--- src/rtl/mem_stage_pkg.sv ---
// mem_stage_pkg
// Shared pipeline definitions for the memory stage: data and register-index
// widths, the memory-stage FSM state encoding and the MEM/WB record layout.
package mem_stage_pkg;

  localparam int DATA_W = 16;
  localparam int REG_W  = 3;
  localparam int CNT_W  = 8;

  typedef enum logic [1:0] {
    IDLE   = 2'b00,
    WAIT   = 2'b01,
    HALTED = 2'b10
  } state_t;

  // One MEM/WB boundary record.
  typedef struct packed {
    logic [REG_W-1:0]  w1;
    logic              reg_en;
    logic              mem_to_reg;
    logic [DATA_W-1:0] rdata;
    logic [DATA_W-1:0] alu_out;
    logic              halt;
    logic              err;
  } mem_wb_t;

  localparam int MEM_WB_W = $bits(mem_wb_t);

endpackage

--- src/rtl/mem_stage_if.sv ---
// mem_stage_if
// Request/done handshake between the memory stage and the data cache.
//   mem_addr  : byte address of the access
//   mem_wdata : store data
//   mem_rd    : read request
//   mem_wr    : write request
//   mem_rdata : read data, valid with mem_done
//   mem_done  : one-cycle completion pulse
// master = memory stage, slave = cache.
interface mem_stage_if;
  import mem_stage_pkg::*;

  logic [DATA_W-1:0] mem_addr;
  logic [DATA_W-1:0] mem_wdata;
  logic              mem_rd;
  logic              mem_wr;
  logic [DATA_W-1:0] mem_rdata;
  logic              mem_done;

  modport master (
    output mem_addr, mem_wdata, mem_rd, mem_wr,
    input  mem_rdata, mem_done
  );

  modport slave (
    input  mem_addr, mem_wdata, mem_rd, mem_wr,
    output mem_rdata, mem_done
  );

endinterface

--- src/rtl/dff.sv ---
// dff
// Generic register cell with asynchronous active-high reset to zero.
//   clk  : clock
//   rst  : asynchronous active-high reset
//   i_d  : next value
//   o_q  : registered value
module dff #(
  parameter int WIDTH = 1
) (
  input  logic             clk,
  input  logic             rst,
  input  logic [WIDTH-1:0] i_d,
  output logic [WIDTH-1:0] o_q
);

  always_ff @(posedge clk or posedge rst) begin
    if (rst) o_q <= '0;
    else     o_q <= i_d;
  end

endmodule

--- src/rtl/mem_stage_mem_wb_reg.sv ---
// mem_wb_reg
// MEM/WB output register bank.
//   clk      : clock
//   rst      : asynchronous active-high reset (all fields to 0)
//   i_hold   : stage is halted; keep halt/err, force reg_en low
//   i_bubble : stage is stalled; insert a bubble
//   i_d      : record to capture on a normal cycle
//   o_q      : registered record
module mem_wb_reg
  import mem_stage_pkg::*;
(
  input  logic    clk,
  input  logic    rst,
  input  logic    i_hold,
  input  logic    i_bubble,
  input  mem_wb_t i_d,
  output mem_wb_t o_q
);

  mem_wb_t w_next;

  always_comb begin
    w_next = i_d;
    if (i_hold) begin
      w_next        = o_q;
      w_next.reg_en = 1'b0;
    end else if (i_bubble) begin
      // Bubble keeps data fields but must never write back or signal.
      w_next            = o_q;
      w_next.reg_en     = 1'b0;
      w_next.mem_to_reg = 1'b0;
      w_next.halt       = 1'b0;
      w_next.err        = 1'b0;
    end
  end

  dff #(.WIDTH(MEM_WB_W)) u_q (
    .clk (clk),
    .rst (rst),
    .i_d (w_next),
    .o_q (o_q)
  );

endmodule

--- src/rtl/mem_stage.sv ---
// mem_stage
// Memory stage of the 16-bit five-stage pipeline. Issues loads/stores from the
// EX/MEM register to the data cache, stalls the front end on a miss, flags
// misaligned accesses and timeouts, and registers results into MEM/WB.
//   clk, rst            : clock, asynchronous active-high reset
//   *_EX_MEM            : fields of the upstream pipeline register
//   mem                 : cache handshake (master side)
//   stall_mem           : freeze PC, IF/ID, ID/EX and EX/MEM
//   *_MEM_WB            : registered MEM/WB boundary
module mem_stage
  import mem_stage_pkg::*;
#(
  parameter int TIMEOUT = 255
) (
  input  logic              clk,
  input  logic              rst,
  input  logic [REG_W-1:0]  w1_reg_EX_MEM,
  input  logic              reg_en_EX_MEM,
  input  logic              mem_en_EX_MEM,
  input  logic              mem_wr_EX_MEM,
  input  logic [DATA_W-1:0] alu_out_EX_MEM,
  input  logic [DATA_W-1:0] writedata_EX_MEM,
  input  logic              halt_EX_MEM,
  mem_stage_if.master       mem,
  output logic              stall_mem,
  output logic [REG_W-1:0]  w1_reg_MEM_WB,
  output logic              reg_en_MEM_WB,
  output logic              mem_to_reg_MEM_WB,
  output logic [DATA_W-1:0] rdata_MEM_WB,
  output logic [DATA_W-1:0] alu_out_MEM_WB,
  output logic              halt_MEM_WB,
  output logic              err_MEM_WB
);

  logic [1:0]       w_state_q;
  state_t           w_state;
  state_t           w_state_next;
  logic [CNT_W-1:0] r_cnt;
  logic [CNT_W-1:0] w_cnt_next;
  logic             w_rd, w_wr, w_stall, w_hold, w_bubble;
  logic             w_valid, w_misalign;
  mem_wb_t          w_wb_next;
  mem_wb_t          r_wb;

  assign w_state    = state_t'(w_state_q);
  // Halt instructions never access memory, whatever mem_en says.
  assign w_valid    = mem_en_EX_MEM & ~halt_EX_MEM & ~alu_out_EX_MEM[0];
  assign w_misalign = mem_en_EX_MEM & ~halt_EX_MEM &  alu_out_EX_MEM[0];

  always_comb begin
    w_state_next         = w_state;
    w_cnt_next           = r_cnt;
    w_rd                 = 1'b0;
    w_wr                 = 1'b0;
    w_stall              = 1'b0;
    w_hold               = 1'b0;
    w_bubble             = 1'b0;
    w_wb_next.w1         = w1_reg_EX_MEM;
    w_wb_next.reg_en     = reg_en_EX_MEM;
    w_wb_next.mem_to_reg = 1'b0;
    w_wb_next.rdata      = r_wb.rdata;
    w_wb_next.alu_out    = alu_out_EX_MEM;
    w_wb_next.halt       = 1'b0;
    w_wb_next.err        = 1'b0;

    unique case (w_state)
      IDLE: begin
        if (halt_EX_MEM) begin
          w_wb_next.halt = 1'b1;
          w_state_next   = HALTED;
        end else if (w_misalign) begin
          w_wb_next.reg_en = 1'b0;
          w_wb_next.err    = 1'b1;
          w_state_next     = HALTED;
        end else if (w_valid) begin
          w_rd = ~mem_wr_EX_MEM;
          w_wr =  mem_wr_EX_MEM;
          if (mem.mem_done) begin
            w_wb_next.reg_en     = reg_en_EX_MEM & ~mem_wr_EX_MEM;
            w_wb_next.mem_to_reg = ~mem_wr_EX_MEM;
            if (!mem_wr_EX_MEM) w_wb_next.rdata = mem.mem_rdata;
          end else begin
            w_stall      = 1'b1;
            w_bubble     = 1'b1;
            w_cnt_next   = CNT_W'(1);
            w_state_next = WAIT;
          end
        end
      end
      WAIT: begin
        // EX/MEM is frozen while we wait, so its fields still describe the access.
        if (mem.mem_done) begin
          w_rd                 = ~mem_wr_EX_MEM;
          w_wr                 =  mem_wr_EX_MEM;
          w_wb_next.reg_en     = reg_en_EX_MEM & ~mem_wr_EX_MEM;
          w_wb_next.mem_to_reg = ~mem_wr_EX_MEM;
          if (!mem_wr_EX_MEM) w_wb_next.rdata = mem.mem_rdata;
          w_cnt_next   = '0;
          w_state_next = IDLE;
        end else if (r_cnt == CNT_W'(TIMEOUT)) begin
          // Give up: request and stall drop in this cycle, error lands next edge.
          w_wb_next.reg_en = 1'b0;
          w_wb_next.err    = 1'b1;
          w_cnt_next       = '0;
          w_state_next     = HALTED;
        end else begin
          w_rd       = ~mem_wr_EX_MEM;
          w_wr       =  mem_wr_EX_MEM;
          w_stall    = 1'b1;
          w_bubble   = 1'b1;
          w_cnt_next = r_cnt + CNT_W'(1);
        end
      end
      HALTED: begin
        w_hold = 1'b1;
      end
      default: begin
        w_state_next = IDLE;
      end
    endcase
  end

  dff #(.WIDTH(2)) u_state (
    .clk (clk),
    .rst (rst),
    .i_d (w_state_next),
    .o_q (w_state_q)
  );

  dff #(.WIDTH(CNT_W)) u_cnt (
    .clk (clk),
    .rst (rst),
    .i_d (w_cnt_next),
    .o_q (r_cnt)
  );

  mem_wb_reg u_mem_wb (
    .clk      (clk),
    .rst      (rst),
    .i_hold   (w_hold),
    .i_bubble (w_bubble),
    .i_d      (w_wb_next),
    .o_q      (r_wb)
  );

  // Gate with rst so an in-flight request is withdrawn the moment reset hits,
  // even if the upstream register still presents the access.
  assign mem.mem_rd    = w_rd & ~rst;
  assign mem.mem_wr    = w_wr & ~rst;
  assign mem.mem_addr  = alu_out_EX_MEM;
  assign mem.mem_wdata = writedata_EX_MEM;
  assign stall_mem     = w_stall & ~rst;

  assign w1_reg_MEM_WB     = r_wb.w1;
  assign reg_en_MEM_WB     = r_wb.reg_en;
  assign mem_to_reg_MEM_WB = r_wb.mem_to_reg;
  assign rdata_MEM_WB      = r_wb.rdata;
  assign alu_out_MEM_WB    = r_wb.alu_out;
  assign halt_MEM_WB       = r_wb.halt;
  assign err_MEM_WB        = r_wb.err;

endmodule

--- src/flat_wrapper.sv ---
// flat-port wrapper written by rule: the top's interface ports become plain ports
module mem_stage_flat import mem_stage_pkg::*;
#(
  parameter int TIMEOUT = 255
)
  (clk, rst, w1_reg_EX_MEM, reg_en_EX_MEM, mem_en_EX_MEM, mem_wr_EX_MEM, alu_out_EX_MEM, writedata_EX_MEM, halt_EX_MEM, stall_mem, w1_reg_MEM_WB, reg_en_MEM_WB, mem_to_reg_MEM_WB, rdata_MEM_WB, alu_out_MEM_WB, halt_MEM_WB, err_MEM_WB, mem_mem_addr, mem_mem_wdata, mem_mem_rd, mem_mem_wr, mem_mem_rdata, mem_mem_done);
  mem_stage_if mem_i ();
  input  logic clk;
  input  logic rst;
  input  logic [REG_W-1:0] w1_reg_EX_MEM;
  input  logic reg_en_EX_MEM;
  input  logic mem_en_EX_MEM;
  input  logic mem_wr_EX_MEM;
  input  logic [DATA_W-1:0] alu_out_EX_MEM;
  input  logic [DATA_W-1:0] writedata_EX_MEM;
  input  logic halt_EX_MEM;
  output logic stall_mem;
  output logic [REG_W-1:0] w1_reg_MEM_WB;
  output logic reg_en_MEM_WB;
  output logic mem_to_reg_MEM_WB;
  output logic [DATA_W-1:0] rdata_MEM_WB;
  output logic [DATA_W-1:0] alu_out_MEM_WB;
  output logic halt_MEM_WB;
  output logic err_MEM_WB;
  output wire logic [$bits(mem_i.mem_addr)-1:0] mem_mem_addr;
  output wire logic [$bits(mem_i.mem_wdata)-1:0] mem_mem_wdata;
  output wire logic [$bits(mem_i.mem_rd)-1:0] mem_mem_rd;
  output wire logic [$bits(mem_i.mem_wr)-1:0] mem_mem_wr;
  input wire logic [$bits(mem_i.mem_rdata)-1:0] mem_mem_rdata;
  input wire logic [$bits(mem_i.mem_done)-1:0] mem_mem_done;
  assign mem_mem_addr = mem_i.mem_addr;
  assign mem_mem_wdata = mem_i.mem_wdata;
  assign mem_mem_rd = mem_i.mem_rd;
  assign mem_mem_wr = mem_i.mem_wr;
  assign mem_i.mem_rdata = mem_mem_rdata;
  assign mem_i.mem_done = mem_mem_done;
  mem_stage #(.TIMEOUT(TIMEOUT)) u_core (.clk(clk), .rst(rst), .w1_reg_EX_MEM(w1_reg_EX_MEM), .reg_en_EX_MEM(reg_en_EX_MEM), .mem_en_EX_MEM(mem_en_EX_MEM), .mem_wr_EX_MEM(mem_wr_EX_MEM), .alu_out_EX_MEM(alu_out_EX_MEM), .writedata_EX_MEM(writedata_EX_MEM), .halt_EX_MEM(halt_EX_MEM), .mem(mem_i), .stall_mem(stall_mem), .w1_reg_MEM_WB(w1_reg_MEM_WB), .reg_en_MEM_WB(reg_en_MEM_WB), .mem_to_reg_MEM_WB(mem_to_reg_MEM_WB), .rdata_MEM_WB(rdata_MEM_WB), .alu_out_MEM_WB(alu_out_MEM_WB), .halt_MEM_WB(halt_MEM_WB), .err_MEM_WB(err_MEM_WB));
endmodule
--- config.mk ---
export PLATFORM = sky130hd
export DESIGN_NAME = mem_stage_flat
export DESIGN_NICKNAME = d
export VERILOG_FILES = /design/src/rtl/mem_stage_pkg.sv /design/src/rtl/mem_stage_if.sv /design/src/rtl/dff.sv /design/src/rtl/mem_stage_mem_wb_reg.sv /design/src/rtl/mem_stage.sv /design/src/flat_wrapper.sv
export SDC_FILE = /design/constraint.sdc
export NUM_CORES = 1
export LEC_CHECK = 0
export ABC_AREA = 0
export BUFFER_PORTS_ARGS = -buffer_cell sky130_fd_sc_hd__buf_2
export CAP_MARGIN = 20
export CORE_UTILIZATION = 30
export DETAILED_ROUTE_END_ITERATION = 8
export PLACE_DENSITY_LB_ADDON = 0.12
export SETUP_SLACK_MARGIN = 0.1
export SYNTH_ARGS = -nofsm -noshare
export SYNTH_HDL_FRONTEND = slang
export SYNTH_SLANG_ARGS = --single-unit
export TNS_END_PERCENT = 5
--- constraint.sdc ---
create_clock -name clk -period 1.9 [get_ports clk]
set_input_delay 0.095 -clock clk [delete_from_list [all_inputs] [get_ports clk]]
set_output_delay 0.095 -clock clk [all_outputs]
set_load 0.01 [all_outputs]
; ---- Word-level counts from Yosys, hierarchy flattened
; Index checks and enable logic that the tools add are counted.
[word_totals]
in_bits = 58
register_bits = 49
output_inout_bits = 74
elab_cells = 92
[classes]
add_sub_neg = 1
muxes = 53
n_bitwise = 14
n_reduce_logical = 6
eq_ne = 12
[op_table]
columns = op, n
row1 = $mux 36, 2
row2 = $mux 18, 3
row3 = $mux 8, 6
row4 = $pmux 18 s2, 1
row5 = $mux 17, 2
row6 = $mux 1, 26
row7 = $mux 16, 1
row8 = $pmux 8 s2, 1
row9 = $mux 2, 6
row10 = $ne 2x2->1 const B, 5
row11 = $add 8x1->8 const B, 1
row12 = $eq 8x8->1 const B, 1
row13 = $pmux 1 s2, 4
row14 = $reduce_and 8->1, 1
row15 = $and 1x1->1, 7
row16 = $not 1->1, 7
row17 = $pmux 2 s3, 1
row18 = $reduce_and 5->1, 1
row19 = $ne 4x2->1 const B, 1
row20 = $ne 4x3->1 const B, 1
row21 = $reduce_and 4->1, 1
row22 = $ne 3x2->1 const B, 1
row23 = $eq 2x1->1 const B, 1
row24 = $eq 2x2->1 const B, 1
row25 = other kinds (4), 4

; ---- Depth between registers and ports, before layout
[depth]
ltp_word = 9
depth_mapped = 7
depth_no_buf = 5

; ---- Hierarchy
; Synthesis repeated with hierarchy kept, for this count alone.
[hier_totals]
hier_cells = 213
hier_area_um2 = 2630.0
[by_module_without_submodules]
columns = module, area_per_inst_um2, seq_area_each_um2, instances, cells_each
row1 = dff (u_core.u_mem_wb.u_q), 979.7, 975.9, 1, 40
row2 = mem_stage, 904.6, 0.0, 1, 117
row3 = mem_wb_reg, 488.0, 0.0, 1, 44
row4 = dff (u_core.u_cnt), 203.9, 200.2, 1, 9
row5 = dff (u_core.u_state), 53.8, 50.0, 1, 3

; ---- Worst setup path before layout
; No wires, ideal clock.
[synth_timing]
path_type = register to register
from = register u_core.u_cnt.o_q[0]
to = register u_core.u_mem_wb.u_q.o_q[10]
arrival_time_ns = 1.909
path_stages_with_launch = 8
synth_period_minus_slack_ns = 2.034
setup_slack_ns = -0.134
path_cell_list = dfrtp_1 > ha_1 > and4_2 > a41oi_4 > o21bai_1 > buf_6 > buf_12 > mux2_4
[synth_via]
elab_chain_len = 6
[synth_lines]
columns = item, line
row1 = "start, declared", dff.sv:13  ; output logic [WIDTH-1:0] o_q
row2 = "start signal, assigned", dff.sv:18  ; else o_q <= i_d;
row3 = $eq 8x8->1, mem_stage.sv:100  ; end else if (r_cnt == CNT_W'(TIMEOUT)) begin
row4 = $mux 1, mem_stage.sv:100
row5 = $mux 1, mem_stage.sv:92  ; if (mem.mem_done) begin
row6 = $pmux 1 s2, mem_stage.sv:66  ; unique case (w_state)
row7 = $not 1->1 (no line), n/a
row8 = $reduce_and 2->1 (no line), n/a
row9 = "end signal, assigned", dff.sv:18
row10 = "end, declared", dff.sv:13
; No other way between the ends.
; A chain may end at the register's enable or synchronous reset.

; ---- Worst setup path in the final report
[layout_timing]
from = register u_core.u_cnt.o_q[1]
to = register u_core.u_mem_wb.u_q.o_q[16]
; The elaborated chain is that of the path after synthesis.

==> flow_summary.toml <==
[run_status]
status = "complete, no violations"

[clock_network]
htree_levels = 2
cts_tree = "done"
cts_max_path_buffers = 2
cts.sinks = 49
clk-insertion-delay-late_ns = 0.30
cts_made_buffers = 5
root_buffer = "clkbuf_8"
clk_pin_slew_worst_paths_ns = 0.09

[timing]
min_period_ns = 1.80
finalMaxSlewViolations = 0
timing.slew.headroom_pct = 68.1
rsz0062_at_grt = "yes"
timing.fmax_mhz = 555
hold_viol_final = 0
fin_crit_sh_pct = 94.9
hold_slack_ns = 0.0133
worstMarginPinSlew_ns = 0.472
fin_skew_ns = 0.0105
setup_violations = 0

[worst_setup_path]
cp.arrival_ns = 2.00
required_ns = 2.09
r2r_cells = 7
crit_start = "u_core.u_cnt.o_q[1]"
rr_startpoint = "u_core.u_cnt.o_q[1]"
start_kind = "flip-flop"
cp_max_fo = 10
crit_chain = "ha_2 > and4_4 > buf_4 > a41oi_4 > o21bai_2 > buf_12 > mux2_2"
path_buf_inv = 2
r2r-end = "u_core.u_mem_wb.u_q.o_q[16]"
cpLargestDelayFamily = "flip-flops"
critPathCaptureType = "flip-flop"
reg2reg_slack_ns = 0.1
critPathSlowestCell = "dfrtp_1"
crit_type = "flip-flop to flip-flop"
slowest_delay_ns = 0.39

[yosys]
synthAdderAreaFrac_pct = 0.519
synth-edff-count = 0
synth_ff_type = "dfrtp_1"
synth.avg_cell_area_sq_um = 12.4
yosys_warnings = 0
synth_cell_types = 39
synth.mux.area_fraction_pct = 18.3
synthSimpleGateAreaFrac_pct = 8.52
synth-compound-area-share_pct = 8.52
synth_cells = 195
ys_seq_area_share_pct = 50.9
syn_nets = 254
ys_async_sr_fraction_pct = 100
syn_area_sq_um = 2410
synthXorXnorAreaFrac_pct = 0
ys_ff_latch = 49
synth_top_family_by_area = "multiplexers"

[finish]
final_cells = 383
nets = 339
synthToLayoutAreaGrowth_pct = 27.2
drive_above_1_share_pct = 61.6
fin_util_pct = 39.4
antenna_cells = 0
fillers = 779

[route]
first_iter_violations = 61
routed_wl_mm = 5.13
wire_per_inst_um = 13.4
drc = 0
routed_via_density = 4.50
first_pass_iters = 4
drtAntennaViolNets = 0
vias = 1725

[placed_design]
port_buffers = 99
place.gp.congestion = 0.746
hpwl_mm = 3.85
numPlacedInstances = 373

[floorplanning]
die_x_um = 91.6
num_rows = 32
die_h_um = 91.6
ios = 132
initial_core_util_pct = 31.0
die_area_sq_um = 8400
coreArea_sq_um = 7770

[global_route]
antenna_found_initial = 0
grt_pass1_wl_mm = 8.16
use_met3_pct = 3.07
grt_use_total_pct = 12.4
grt-busiest-layer = "met2"
use_met2_pct = 18.9
grt_pass1_vias = 1611
grt_max_degree = 32
grtUsageMet1_pct = 16.8
grt_overflow = 0

[job]
cap_violations = 0

[pwr]
p_leak_nw = 1.62
ir_worst_vdd_uv = 277
power_density_nw_per_um2 = 737

[worst_hold_path]
whs_path_depth = 2
min-delay-start = "mem_mem_rdata[15]"
hp-class = "input pin to flip-flop"
holdPathEnd = "u_core.u_mem_wb.u_q.o_q[33]"
## what timing repair did
| action | 4_1_cts | 5_1_grt |
|---|---|---|
| hold endpoints to repair | 18 | 0 |
| pin swaps | 3 | 4 |
| gates resized for setup | 4 | 1 |
| hold buffers | 1 | 0 |
| setup endpoints to repair | 9 | 38 |
| setup buffers | 1 | 0 |
## layout make-up
class | instances | area, sq um | share of cell area [%]
multi-input combinational | 102 | 893 | 29.2
tap | 102 | 128 | 4.16
clock buffer | 6 | 72.6 | 2.37
inverter | 4 | 15.0 | 0.490
sequential | 49 | 1230 | 40.0
clock inverter | 2 | 38.8 | 1.27
timing repair buffer | 118 | 691 | 22.5
## power by group
group | switching (mW) | internal (mW) | leakage, nW
combinational | 0.159 | 0.185 | 0.943
clock | 0.355 | 0.396 | 0.0554
sequential | 0.0395 | 1.12 | 0.625
total | 0.553 | 1.70 | 1.62
## sequential cells by signal (all words and copies together), names as in the netlist
signal and count:
u_core.u_state.o_q 2, u_core.u_mem_wb.u_q.o_q 39, u_core.u_cnt.o_q 8
## worst max-delay path by stage
stage / end / slack [ns] / cells after the start
CTS: mem_mem_wr / 0.02 / 6
global route: mem_mem_wr / 0.02 / 6
detailed placement: u_core.u_mem_wb.u_q.o_q[14] / 0.1 / 6
floorplan: u_core.u_mem_wb.u_q.o_q[10] / -0.05 / 7
finish: u_core.u_mem_wb.u_q.o_q[16] / 0.1 / 7
global placement: u_core.u_mem_wb.u_q.o_q[11] / 0.12 / 6
## metal layers
metal	wire [um]	vias up	share of wire [%]
met1	2370	828	46
met5	0	-	0
li1	-	825	-
met4	83	0	1.6
met3	282	19	5.5
met2	2390	53	47
## cells by family (layout without fill, tap and decap cells)
logic type | count (synthesis) | after routing
flip-flops | 49 | 49
buffers and inverters | 44 | 130
AND/OR/NAND/NOR | 37 | 37
multiplexers | 36 | 36
AO/OA/AOI/OAI | 28 | 28
adder cells (fa/ha/maj) | 1 | 1
## per-stage QoR
step	setup slack, ns	area (sq um)	setup TNS (ns)	total power [mW]
after floorplan	-0.0525	2410	-0.525	1.41
after global placement	0.122	2910	0	1.53
after detailed placement	0.0980	2910	0	1.53
after CTS	0.0158	3060	0	2.30
after global routing	0.0156	3060	0	2.37
final	0.0968	3060	0	2.26
## cells in the mapped netlist, drive strengths merged, types with 3 or more instances
| cell | number | share of area [%] |
|---|---|---|
| nand3 | 4 | 0.83 |
| buf | 37 | 12 |
| inv | 4 | 0.62 |
| nor2 | 11 | 1.7 |
| dfrtp | 49 | 51 |
| nand2 | 5 | 0.78 |
| mux2 | 35 | 18 |
| o21ai | 9 | 1.9 |
| o21bai | 3 | 0.93 |
| clkbuf | 3 | 0.47 |
| nor3 | 3 | 0.62 |
| a21oi | 4 | 0.83 |
## placed cells by master (no fill, tap or decap), types with 2 or more instances in the layout
cell      synthesis  final
nand2_1           5      5
o21bai_1          3      2
dfrtp_1          49     49
mux2_2           25     25
nand3_1           4      4
buf_12            1      4
inv_1             4      3
a21oi_1           4      4
or3b_1            2      2
nor3_2            0      2
buf_2             2     99
clkbuf_8          0      5
nand4_1           2      2
o21ai_0           9      9
a31oi_1           2      2
mux2_4           10     10
nor2_1           11     11
buf_4            32     14
Note: power is estimated with default switching activity, not from simulation.
